==> config.mk <==
export PLATFORM = sky130hd
export DESIGN_NAME = rosc101_sel_chain_lvt_stress
export DESIGN_NICKNAME = d
export VERILOG_FILES = /design/src/rtl/rosc101_sel_chain_lvt_stress_pkg.sv /design/src/rtl/rosc101_sel_chain_lvt_stress_stage.sv /design/src/rtl/rosc101_sel_chain_lvt_stress.sv
export SDC_FILE = /design/constraint.sdc
export NUM_CORES = 1
export LEC_CHECK = 0
export CORE_ASPECT_RATIO = 1.75
export CORE_MARGIN = 2
export CORE_UTILIZATION = 50
export DETAILED_ROUTE_END_ITERATION = 7
export PLACE_DENSITY_LB_ADDON = 0.25
export SLEW_MARGIN = 15
export SYNTH_ARGS = -nofsm -noshare
export SYNTH_HDL_FRONTEND = slang
export SYNTH_SLANG_ARGS = --single-unit
==> constraint.sdc <==
create_clock -name CLK -period 1.95 [get_ports CLK]
set_input_delay 0.39 -clock CLK [delete_from_list [all_inputs] [get_ports CLK]]
set_output_delay 0.39 -clock CLK [all_outputs]
set_load 0.01 [all_outputs]
==> src/rtl/rosc101_sel_chain_lvt_stress_pkg.sv <==
// Shared definitions for the selectable ring-oscillator delay chains:
// gate-type encodings, default chain length and the per-stage gate function.
package rosc_pkg;

   localparam int unsigned GATE_INV       = 0;
   localparam int unsigned GATE_NAND      = 1;
   localparam int unsigned GATE_NOR       = 2;
   localparam int unsigned STAGES_DEFAULT = 101;

   // Next value of one inverting stage given its input and the side input.
   // With side_en = 1 every gate type reduces to an inverter.
   function automatic logic gate_fn(input int unsigned gate_type,
                                    input logic        x,
                                    input logic        side_en);
      case (gate_type)
         GATE_NAND: return ~(x & side_en);
         GATE_NOR:  return ~(x | ~side_en);
         default:   return ~x;
      endcase
   endfunction

   // Settled chain pattern for IN = 0: 1 on even stages, 0 on odd stages.
   function automatic logic settled_val(input int unsigned idx);
      return (idx % 2) == 0;
   endfunction

endpackage

==> src/rtl/rosc101_sel_chain_lvt_stress_stage.sv <==
// One chain stage: a single flop behind an INV/NAND2/NOR2 gate.
// Reset and power loss both load the stage's settled value.
module rosc_stage
   import rosc_pkg::*;
#(
   parameter int unsigned GATE_TYPE = GATE_INV,
   parameter logic        RST_VAL   = 1'b1
) (
   input  logic clk,
   input  logic rst_n,
   input  logic pwr_ok,
   input  logic x,
   input  logic side_en,
   output logic nxt,
   output logic s
);

   // Gate output for the current input; also used by the top's edge counter
   always_comb begin
      nxt = gate_fn(GATE_TYPE, x, side_en);
   end

   // Stage flop: parked at the settled value while in reset or unpowered
   always_ff @(posedge clk) begin
      if (!rst_n || !pwr_ok) begin
         s <= RST_VAL;
      end else begin
         s <= nxt;
      end
   end

endmodule

==> src/rtl/rosc101_sel_chain_lvt_stress.sv <==
// 101-stage selectable ring-oscillator delay chain (LVT, stress variant).
// One clock models one gate delay; OUT is IN delayed by STAGES clocks.
// Counts transitions of the last stage for stress-activity readback.
// Optional mid-chain tap port enabled by defining ROSC_TAP_EN.
module rosc101_sel_chain_lvt_stress
   import rosc_pkg::*;
#(
   parameter int unsigned STAGES    = STAGES_DEFAULT,
   parameter int unsigned GATE_TYPE = GATE_INV,
   parameter int unsigned CNT_W     = 32
) (
   input  logic             CLK,
   input  logic             RST_N,
   input  logic             IN,
   input  logic             SIDE_EN,
   input  logic             PWR_OK,
   input  logic             CNT_CLR,
   output logic             OUT,
   output logic [CNT_W-1:0] TOGGLE_CNT
`ifdef ROSC_TAP_EN
   ,
   input  logic [7:0]       TAP_SEL,
   output logic [0:0]       TAP
`endif
);

   localparam logic             ODD     = (STAGES % 2) != 0;
   localparam logic [CNT_W-1:0] CNT_MAX = '1;

   logic [STAGES-1:0] s;
   logic [STAGES-1:0] nxt;
   logic [STAGES-1:0] chain_in;

   if (STAGES < 2) begin : g_bad_stages
      $error("rosc101_sel_chain_lvt_stress: STAGES must be at least 2");
   end
   if (GATE_TYPE > GATE_NOR) begin : g_bad_gate
      $error("rosc101_sel_chain_lvt_stress: GATE_TYPE must be 0, 1 or 2");
   end

   // Each stage is driven by its predecessor, the first one by IN
   always_comb begin
      chain_in = {s[STAGES-2:0], IN};
   end

   for (genvar i = 0; i < STAGES; i++) begin : g_stage
      rosc_stage #(
         .GATE_TYPE (GATE_TYPE),
         .RST_VAL   (settled_val(i))
      ) u_stage (
         .clk     (CLK),
         .rst_n   (RST_N),
         .pwr_ok  (PWR_OK),
         .x       (chain_in[i]),
         .side_en (SIDE_EN),
         .nxt     (nxt[i]),
         .s       (s[i])
      );
   end

   // Undo the odd inversion count so OUT follows IN with the same polarity
   always_comb begin
      OUT = s[STAGES-1] ^ ODD;
   end

   // Saturating transition counter; clear wins over a same-cycle edge
   always_ff @(posedge CLK) begin
      if (!RST_N) begin
         TOGGLE_CNT <= '0;
      end else if (CNT_CLR) begin
         TOGGLE_CNT <= '0;
      end else if (PWR_OK && (nxt[STAGES-1] != s[STAGES-1]) &&
                   (TOGGLE_CNT != CNT_MAX)) begin
         TOGGLE_CNT <= TOGGLE_CNT + CNT_W'(1);
      end
   end

`ifdef ROSC_TAP_EN
   logic [255:0] tap_vec;

   // Zero-padded chain view, so selects beyond the last stage read 0
   always_comb begin
      tap_vec = 256'(s);
      TAP     = tap_vec[TAP_SEL];
   end
`endif

endmodule

Yosys cells after proc, flatten, opt, wreduce, memory -nomap -nowiden

Cells that the tools add are included.

Mux-type cells: 0
Add/sub/neg operators: 1
Shifts and indexed selects: 0
Bitwise logic cells: 103
Equality and inequality tests: 2
$mul: 0
Reduce and logical (&&, ||, !) cells: 6
Magnitude comparators: 0
Div/mod/pow operators: 0

Operator list:

| kind                  | number |
|---|---|
| $not 1->1             | 103 |
| $add 32x1->32 const B | 1 |
| $ne 32x32->1 const B  | 1 |
| $logic_and 1x1->1     | 2 |
| $logic_not 1->1       | 2 |
| $reduce_or 2->1       | 1 |
| $logic_or 1x1->1      | 1 |
| $ne 1x1->1            | 1 |

Memories: 0
Output and inout port bits: 33
Word-level logic and storage cells: 214
Bits of input ports: 6
Bits in writable memories: 0
Register bits after elaboration: 133
Bits in read-only memories: 0
Bits in latches: 0

Logic depth before layout (Yosys ltp)

Gate-level depths: netlist of run 1.

Word-level depth: 4
Mapped depth: 7

Hierarchy

From an unflattened synthesis of run 1, not the netlist that was laid out.

Cell total of the unflattened synthesis: 502
Area total of the unflattened synthesis: 4809.6 sq um

Modules (own cells, without submodules):

| module                               | cells each | area each (sq um) | instances |
|---|---|---|---|
| rosc101_sel_chain_lvt_stress         | 199        | 1715.4            | 1 |
| rosc_stage (g_stage[11].u_stage ...) | 3          | 32.5              | 50 |
| rosc_stage (g_stage[0].u_stage ...)  | 3          | 28.8              | 51 |

Least setup slack after synthesis of run 1

No wires, ideal clock.

Path type: register to register
Start: register TOGGLE_CNT[8]
End: register TOGGLE_CNT[25]
Period minus slack after synthesis: 2185 ps
Arrival time: 2115 ps
Slack: -235 ps
Stages on the path, launching flop included: 6
Required time: 1880 ps
Path through: dfxtp_1 -> nand4_4 -> or4_4 -> or4_1 -> or3_1 -> a21oi_1

Longest elaborated chain between the ends: 2
Elaborated cells on any way between the ends: 3
Those cells by class: add/sub: 1; eq/ne: 1; reduce/logical: 1

Ends and longest elaborated chain:

| what                                                  | RTL line                           | source |
|---|---|---|
| start, declared                                       | rosc101_sel_chain_lvt_stress.sv:19 | `output logic [CNT_W-1:0] TOGGLE_CNT` |
| start signal, assigned                                | rosc101_sel_chain_lvt_stress.sv:74 | `TOGGLE_CNT <= TOGGLE_CNT + CNT_W'(1);` |
| branches (longest 2 deep; another with $add 32x1->32) | --                                 |  |

Parallel ways; which one is timed is not known.
A chain may end at the register's enable or synchronous reset.

Worst setup path after layout of run 1

Start: register TOGGLE_CNT[10]
End: register TOGGLE_CNT[25]

The elaborated chain is that of the path after synthesis.

==> results.cfg, run 1 <==
[outcome]
violations = negative setup slack
status = finished, violations left

[synthesis]
synthCells = 423
ys_types = 32
synth_area_mm2 = 0.00417
synthTopCellsByArea = dfxtp_1 (64%), nand2_1 (6.4%), nor2_1 (5.1%), a21oi_1 (2.5%), o31ai_1 (2.3%)
avgSynthCellArea_um2 = 9.87
yosysTopAreaCellShare_pct = 63.8
ys_seq_area_share_pct = 63.8
syn_nets = 430
synth-main-ff-cell = dfxtp_1
synth_compound_area_share_pct = 7.19
synth-simple-area-share_pct = 24.1
yosys.area.top_type = dfxtp_1
synth-async-reset-ratio_pct = 0
yosys.area_share.adder_pct = 0.300
synth_edf_count = 0
synth_top_family_by_area = simple AND/OR/NAND/NOR gates
synthXorXnorAreaFrac_pct = 1.47
synth-seq-cells = 133
synth.area.mux_share_pct = 0.959
synthTopCellsByCount = dfxtp_1 (133), nand2_1 (71), nor2_1 (57), a21oi_1 (21), clkbuf_1 (17)
synth_most_common_cell = dfxtp_1
synth_warnings = 0

[worst_setup_path]
start_kind = register
max_stage_delay_ns = 0.54
worstPathRequired_ns = 2.29
rrSetupSlack_ns = -0.07
rr_worst_depth = 5
crit_chain = nand4_4, or4_4, or4_4, or3_1, a21oi_1
reg2reg_to = TOGGLE_CNT[25]
cp-end-kind = register
cpMaxStageDelayCell = or4_4
cp.arrival_ns = 2.36
crit_type = reg2reg
cp_common_cell = or4_4
r2r-start = TOGGLE_CNT[10]
path_max_fanout = 2

[clock_tree]
cts_tree = built
clkLatencyLatePin_ns = 0.41
cts_max_path_buffers = 2
clock-sinks = 133
h-tree-depth = 4
postCtsHoldBufs = 0
cts_made_buffers = 17
clk_pin_slew_ns = 0.06
cts_root_buf = clkbuf_16

[routing]
post_drt_via_cell_ratio = 5.37
antenna_left = 0
totalWireLength_um = 9100
via_count = 3348
dr.pass1.iters = 5
post_drt_wl_per_cell_um = 14.6
drtIter0Drc = 193
drc = 0

[finish]
instances_no_fill = 623
final_util_pct = 70.1
fill_cells = 614
diodes = 0
drive_gt1_share_pct = 22.2
fin_nets = 525
final_cell_area_mm2 = 0.00575
syn2layout_area_growth_pct = 37.7

[worst_hold_path]
min_to = g_stage[30].u_stage.s
hp-class = reg2reg
hp-start = g_stage[29].u_stage.s
holdPathStages = 1

[timing]
drv_slew = 0
fin_crit_sh_pct = 104
setup_viol = 1
maxSlewHeadroom_pct = 71.3
setup_tns_ns = -0.0718
fin_crit_ns = 2.02
setup_ws_ns = -0.0718
timing.hold.ws_ns = 0.361
grt_setup_unrepaired = yes
hold_viol = 0
fmax_ghz = 0.495
fin_worst_skew_ns = 0.00620
worst_pin_slew_ns = 0.427

[die]
fp.dieH_um = 125
die_area_mm2 = 0.00912
die_w_um = 73.1
core_mm2 = 0.00820
initial_core_util_pct = 50.9
io_pins = 39
num_rows = 44

[power]
p_per_area_mw_per_mm2 = 1020
ir_worst_vdd_mv = 1.10
power.leakage_nw = 2.10

[place]
dp_hpwl_um = 5950
placed_area_mm2 = 0.00507
placed_cells = 586
gp_congestion = 0.945
io_buffers = 37

[global_routing]
grt_max_degree = 51
grt_pass1_vias = 3371
gr-total-overflow = 0
grt_pass1_wl_um = 14900
globalRouteTotalUtil_pct = 21.3
antenna_found_initial = 0

[job]
cap_violations = 0
cell families after synthesis:
| group | Yosys count |
|---|---|
| AND/OR/NAND/NOR | 204 |
| flip-flops | 133 |
| AO/OA/AOI/OAI | 50 |
| buffers and inverters | 24 |
| XOR/XNOR | 7 |
| multiplexers | 4 |
| adder cells (fa/ha/maj) | 1 |
where the power goes:
group          internal, mW  leakage [nW]  switching (mW)
sequential             2.71          1.08        0.000429
clock                  1.98         0.280            1.08
combinational        0.0279         0.741          0.0511
total                  4.72          2.10            1.14
state kept, by name (all words and copies together) (netlist names):
register,flops
g_stage.u_stage.s,101
TOGGLE_CNT,32
cells in the final DEF, fill, tap and decap left out, drive strengths merged, types with 9 or more instances in the layout:
cell type and instances:
buf 58, nand2 71, clkbuf 24, nand4 14, a21oi 21, nand3 9, o21ai 10, clkdlybuf4s50 37
or3 9, or4 12, dfxtp 133, o31ai 13, nor2 57
what timing repair did:
| action | in CTS | in global routing |
|---|---|---|
| setup buffers | 0 | 3 |
| cloned | 1 | 1 |
| setup endpoints to repair | 4 | 16 |
| pin swaps | 1 | 6 |
| gates resized for setup | 4 | 15 |
layout make-up:
| class | count | area (um^2) | share of cell area, % |
|---|---|---|---|
| inverters | 5 | 18.8 | 0.326 |
| clock inverters | 8 | 98.8 | 1.72 |
| clock buffers | 24 | 482 | 8.38 |
| multi-input cells | 266 | 1490 | 25.8 |
| flip-flops and latches | 133 | 2700 | 47.0 |
| repair buffers | 95 | 848 | 14.8 |
| well taps | 92 | 115 | 2.00 |
critical path, delay by kind of cell (launching register included):
kind / cells / cell delay (ns)
AND/OR/NAND/NOR: 4 / 1.47
flip-flops: 1 / 0.35
AO/OA/AOI/OAI: 1 / 0.13
worst max-delay path by stage:
stage,slack (ns),end,start,depth (start not counted)
2_1_floorplan,-0.08,TOGGLE_CNT[25],TOGGLE_CNT[16],5
3_3_place_gp,-0.15,TOGGLE_CNT[30],PWR_OK,6
3_5_place_dp,-0.17,TOGGLE_CNT[13],PWR_OK,6
4_1_cts,-0.09,TOGGLE_CNT[25],TOGGLE_CNT[17],5
5_1_grt,-0.11,TOGGLE_CNT[25],TOGGLE_CNT[10],5
6_report,-0.07,TOGGLE_CNT[25],TOGGLE_CNT[10],5
metrics by stage:
| stage | total power [mW] | setup slack [ns] |
|---|---|---|
| finish | 5.85 | -0.0718 |
| CTS | 5.90 | -0.0850 |
| floorplan | 2.81 | -0.0838 |
| global route | 6.04 | -0.108 |
| global placement | 2.85 | -0.153 |
| detailed placement | 2.85 | -0.170 |
layer usage:
| metal | track usage, % | part of all wire [%] | up-vias |
|---|---|---|---|
| met5 | 0 | 0 | - |
| met1 | 22.6 | 38 | 1590 |
| met2 | 35.8 | 54 | 92 |
| met3 | 6.47 | 3.4 | 29 |
| li1 | - | - | 1637 |
| met4 | 12.3 | 4.0 | 0 |
No activity file was read; power rests on OpenSTA's default activity.
==> run 2: changes to the inputs <==
--- a/config.mk
+++ b/config.mk
@@ -9,6 +9,7 @@
 export CORE_MARGIN = 2
 export CORE_UTILIZATION = 50
 export DETAILED_ROUTE_END_ITERATION = 7
+export GPL_TIMING_DRIVEN = 0
 export PLACE_DENSITY_LB_ADDON = 0.25
 export SLEW_MARGIN = 15
 export SYNTH_ARGS = -nofsm -noshare
==> results.cfg, run 2 (synthesis results as in run 1) <==
[outcome]
status = finished, violations left
violations = negative setup slack

[worst_setup_path]
cp-end-kind = register
critPathTopFamily = simple AND/OR/NAND/NOR gates
worstPathRequired_ns = 2.30
crit_chain = nand4_1, or4_4, or4_4, or3_1, a21oi_2
r2r-start = TOGGLE_CNT[16]
crit_type = reg2reg
cp.arrival_ns = 2.46
rrSetupSlack_ns = -0.17
cpMaxStageDelayCell = or4_4
reg2reg_to = TOGGLE_CNT[25]
path_max_fanout = 2
path_buf_inv = 0
start_kind = register
rr_worst_depth = 5
cp_common_cell = or4_4
max_stage_delay_ns = 0.56

[timing]
timing.hold.ws_ns = 0.361
fin_crit_ns = 2.12
drv_slew = 0
setup_ws_ns = -0.165
maxSlewHeadroom_pct = 63.8
hold_viol = 0
setup_viol = 8
grt_setup_unrepaired = yes
fmax_ghz = 0.473
fin_crit_sh_pct = 108
worst_pin_slew_ns = 0.543
fin_worst_skew_ns = 0.00821

[worst_hold_path]
min_to = g_stage[22].u_stage.s
holdPathStages = 1
hp-start = g_stage[21].u_stage.s
hp-class = reg2reg

[die]
die_area_mm2 = 0.00912
io_pins = 39
initial_core_util_pct = 50.9
fp.dieH_um = 125
core_mm2 = 0.00820
die_w_um = 73.1
num_rows = 44

[routing]
totalWireLength_um = 9140
dr.pass1.iters = 4
drc = 0
drtIter0Drc = 229
post_drt_via_cell_ratio = 5.47
post_drt_wl_per_cell_um = 15.3
antenna_left = 0
via_count = 3275

[finish]
largest_reg_flops = 101
fin_nets = 501
fill_cells = 603
mostFrequentLayoutCell = dfxtp_1
mostFrequentLayoutCells = dfxtp_1 (112), nand2_1 (69), nor2_1 (57)
reg_top3 = g_stage.u_stage.s (101), TOGGLE_CNT (32)
syn2layout_area_growth_pct = 34.9
regMostFlops = g_stage.u_stage.s
drive_gt1_share_pct = 18.5
diodes = 0

[global_routing]
grt_pass1_wl_um = 14800
grt_max_degree = 17
gr-total-overflow = 0
antenna_found_initial = 0
grt_pass1_vias = 3331
globalRouteTotalUtil_pct = 21.2

[power]
p_comb_share_pct = 1.2
p_sw_share_pct = 19.7
power_switching_mw = 1.18
power.share.clock_pct = 53.8
p_int_mw = 4.82
seqPwrFrac_pct = 45.0
power.leakage_nw = 1.97
ir_worst_vdd_mv = 0.940
p_per_area_mw_per_mm2 = 1070

[clock_tree]
cts_max_path_buffers = 2
cts_made_buffers = 17
cts_root_buf = clkbuf_16
clkLatencyLatePin_ns = 0.41
clk_pin_slew_ns = 0.06
cts_tree = built
h-tree-depth = 4
postCtsHoldBufs = 0
clock-sinks = 133

[job]
cap_violations = 0

[place]
dp_hpwl_um = 5880
place_ws_ns = -0.472
io_buffers = 37
gp_congestion = 0.927
## run 2: timing repair
action	CTS	global route
gates resized for setup	20	36
setup endpoints to repair	24	24
buffers inserted	9	5
pin swaps	7	8
cloned	1	1
## run 2: layer usage
metal  up-vias  share of wire [%]  GRT usage [%]
met4         0                4.0           16.7
met2       106                 54           34.9
met1      1543                 38           21.3
met5         -                  0              0
li1       1594                  -              -
met3        32                4.2           6.15
## run 2: final cells by class
class	instances	area (um^2)	share of cell area (%)
sequential	133	2730	48.4
multi-input combinational	266	1560	27.7
clock buffer	22	507	9.00
timing repair buffer	53	502	8.91
clock inverter	10	115	2.04
tap	92	115	2.04
buffer	18	90.1	1.60
inverter	5	18.8	0.333
## run 2: power by group through the flow
stage	Combinational [mW]	Sequential [mW]	Clock, mW
global route	0.0807	2.70	3.38
floorplan	0.0431	2.77	0
CTS	0.0739	2.71	3.26
global placement	0.0731	2.77	0
finish	0.0722	2.70	3.23
detailed placement	0.0726	2.77	0
## run 2: how the worst max path moves through the flow
stage	depth (start not counted)	to	from	slack (ns)
finish	5	TOGGLE_CNT[25]	TOGGLE_CNT[16]	-0.17
global route	5	TOGGLE_CNT[25]	TOGGLE_CNT[16]	-0.24
CTS	5	TOGGLE_CNT[25]	TOGGLE_CNT[19]	-0.15
detailed placement	6	TOGGLE_CNT[26]	PWR_OK	-0.47
global placement	6	TOGGLE_CNT[26]	PWR_OK	-0.44
floorplan	5	TOGGLE_CNT[25]	TOGGLE_CNT[16]	-0.08
## run 2: stage by stage
stage          power (mW)  std cells  area, um^2  utilization [%]  setup TNS, ns
6_report             6.00        599        5630             68.7         -0.443
5_1_grt              6.16        599        5630             68.7          -1.33
4_1_cts              6.05        593        5480             66.7         -0.537
3_5_place_dp         2.84        552        4710             57.4         -10.46
3_3_place_gp         2.84        552        4710             57.4          -9.07
2_1_floorplan        2.81        423        4230                -         -0.168
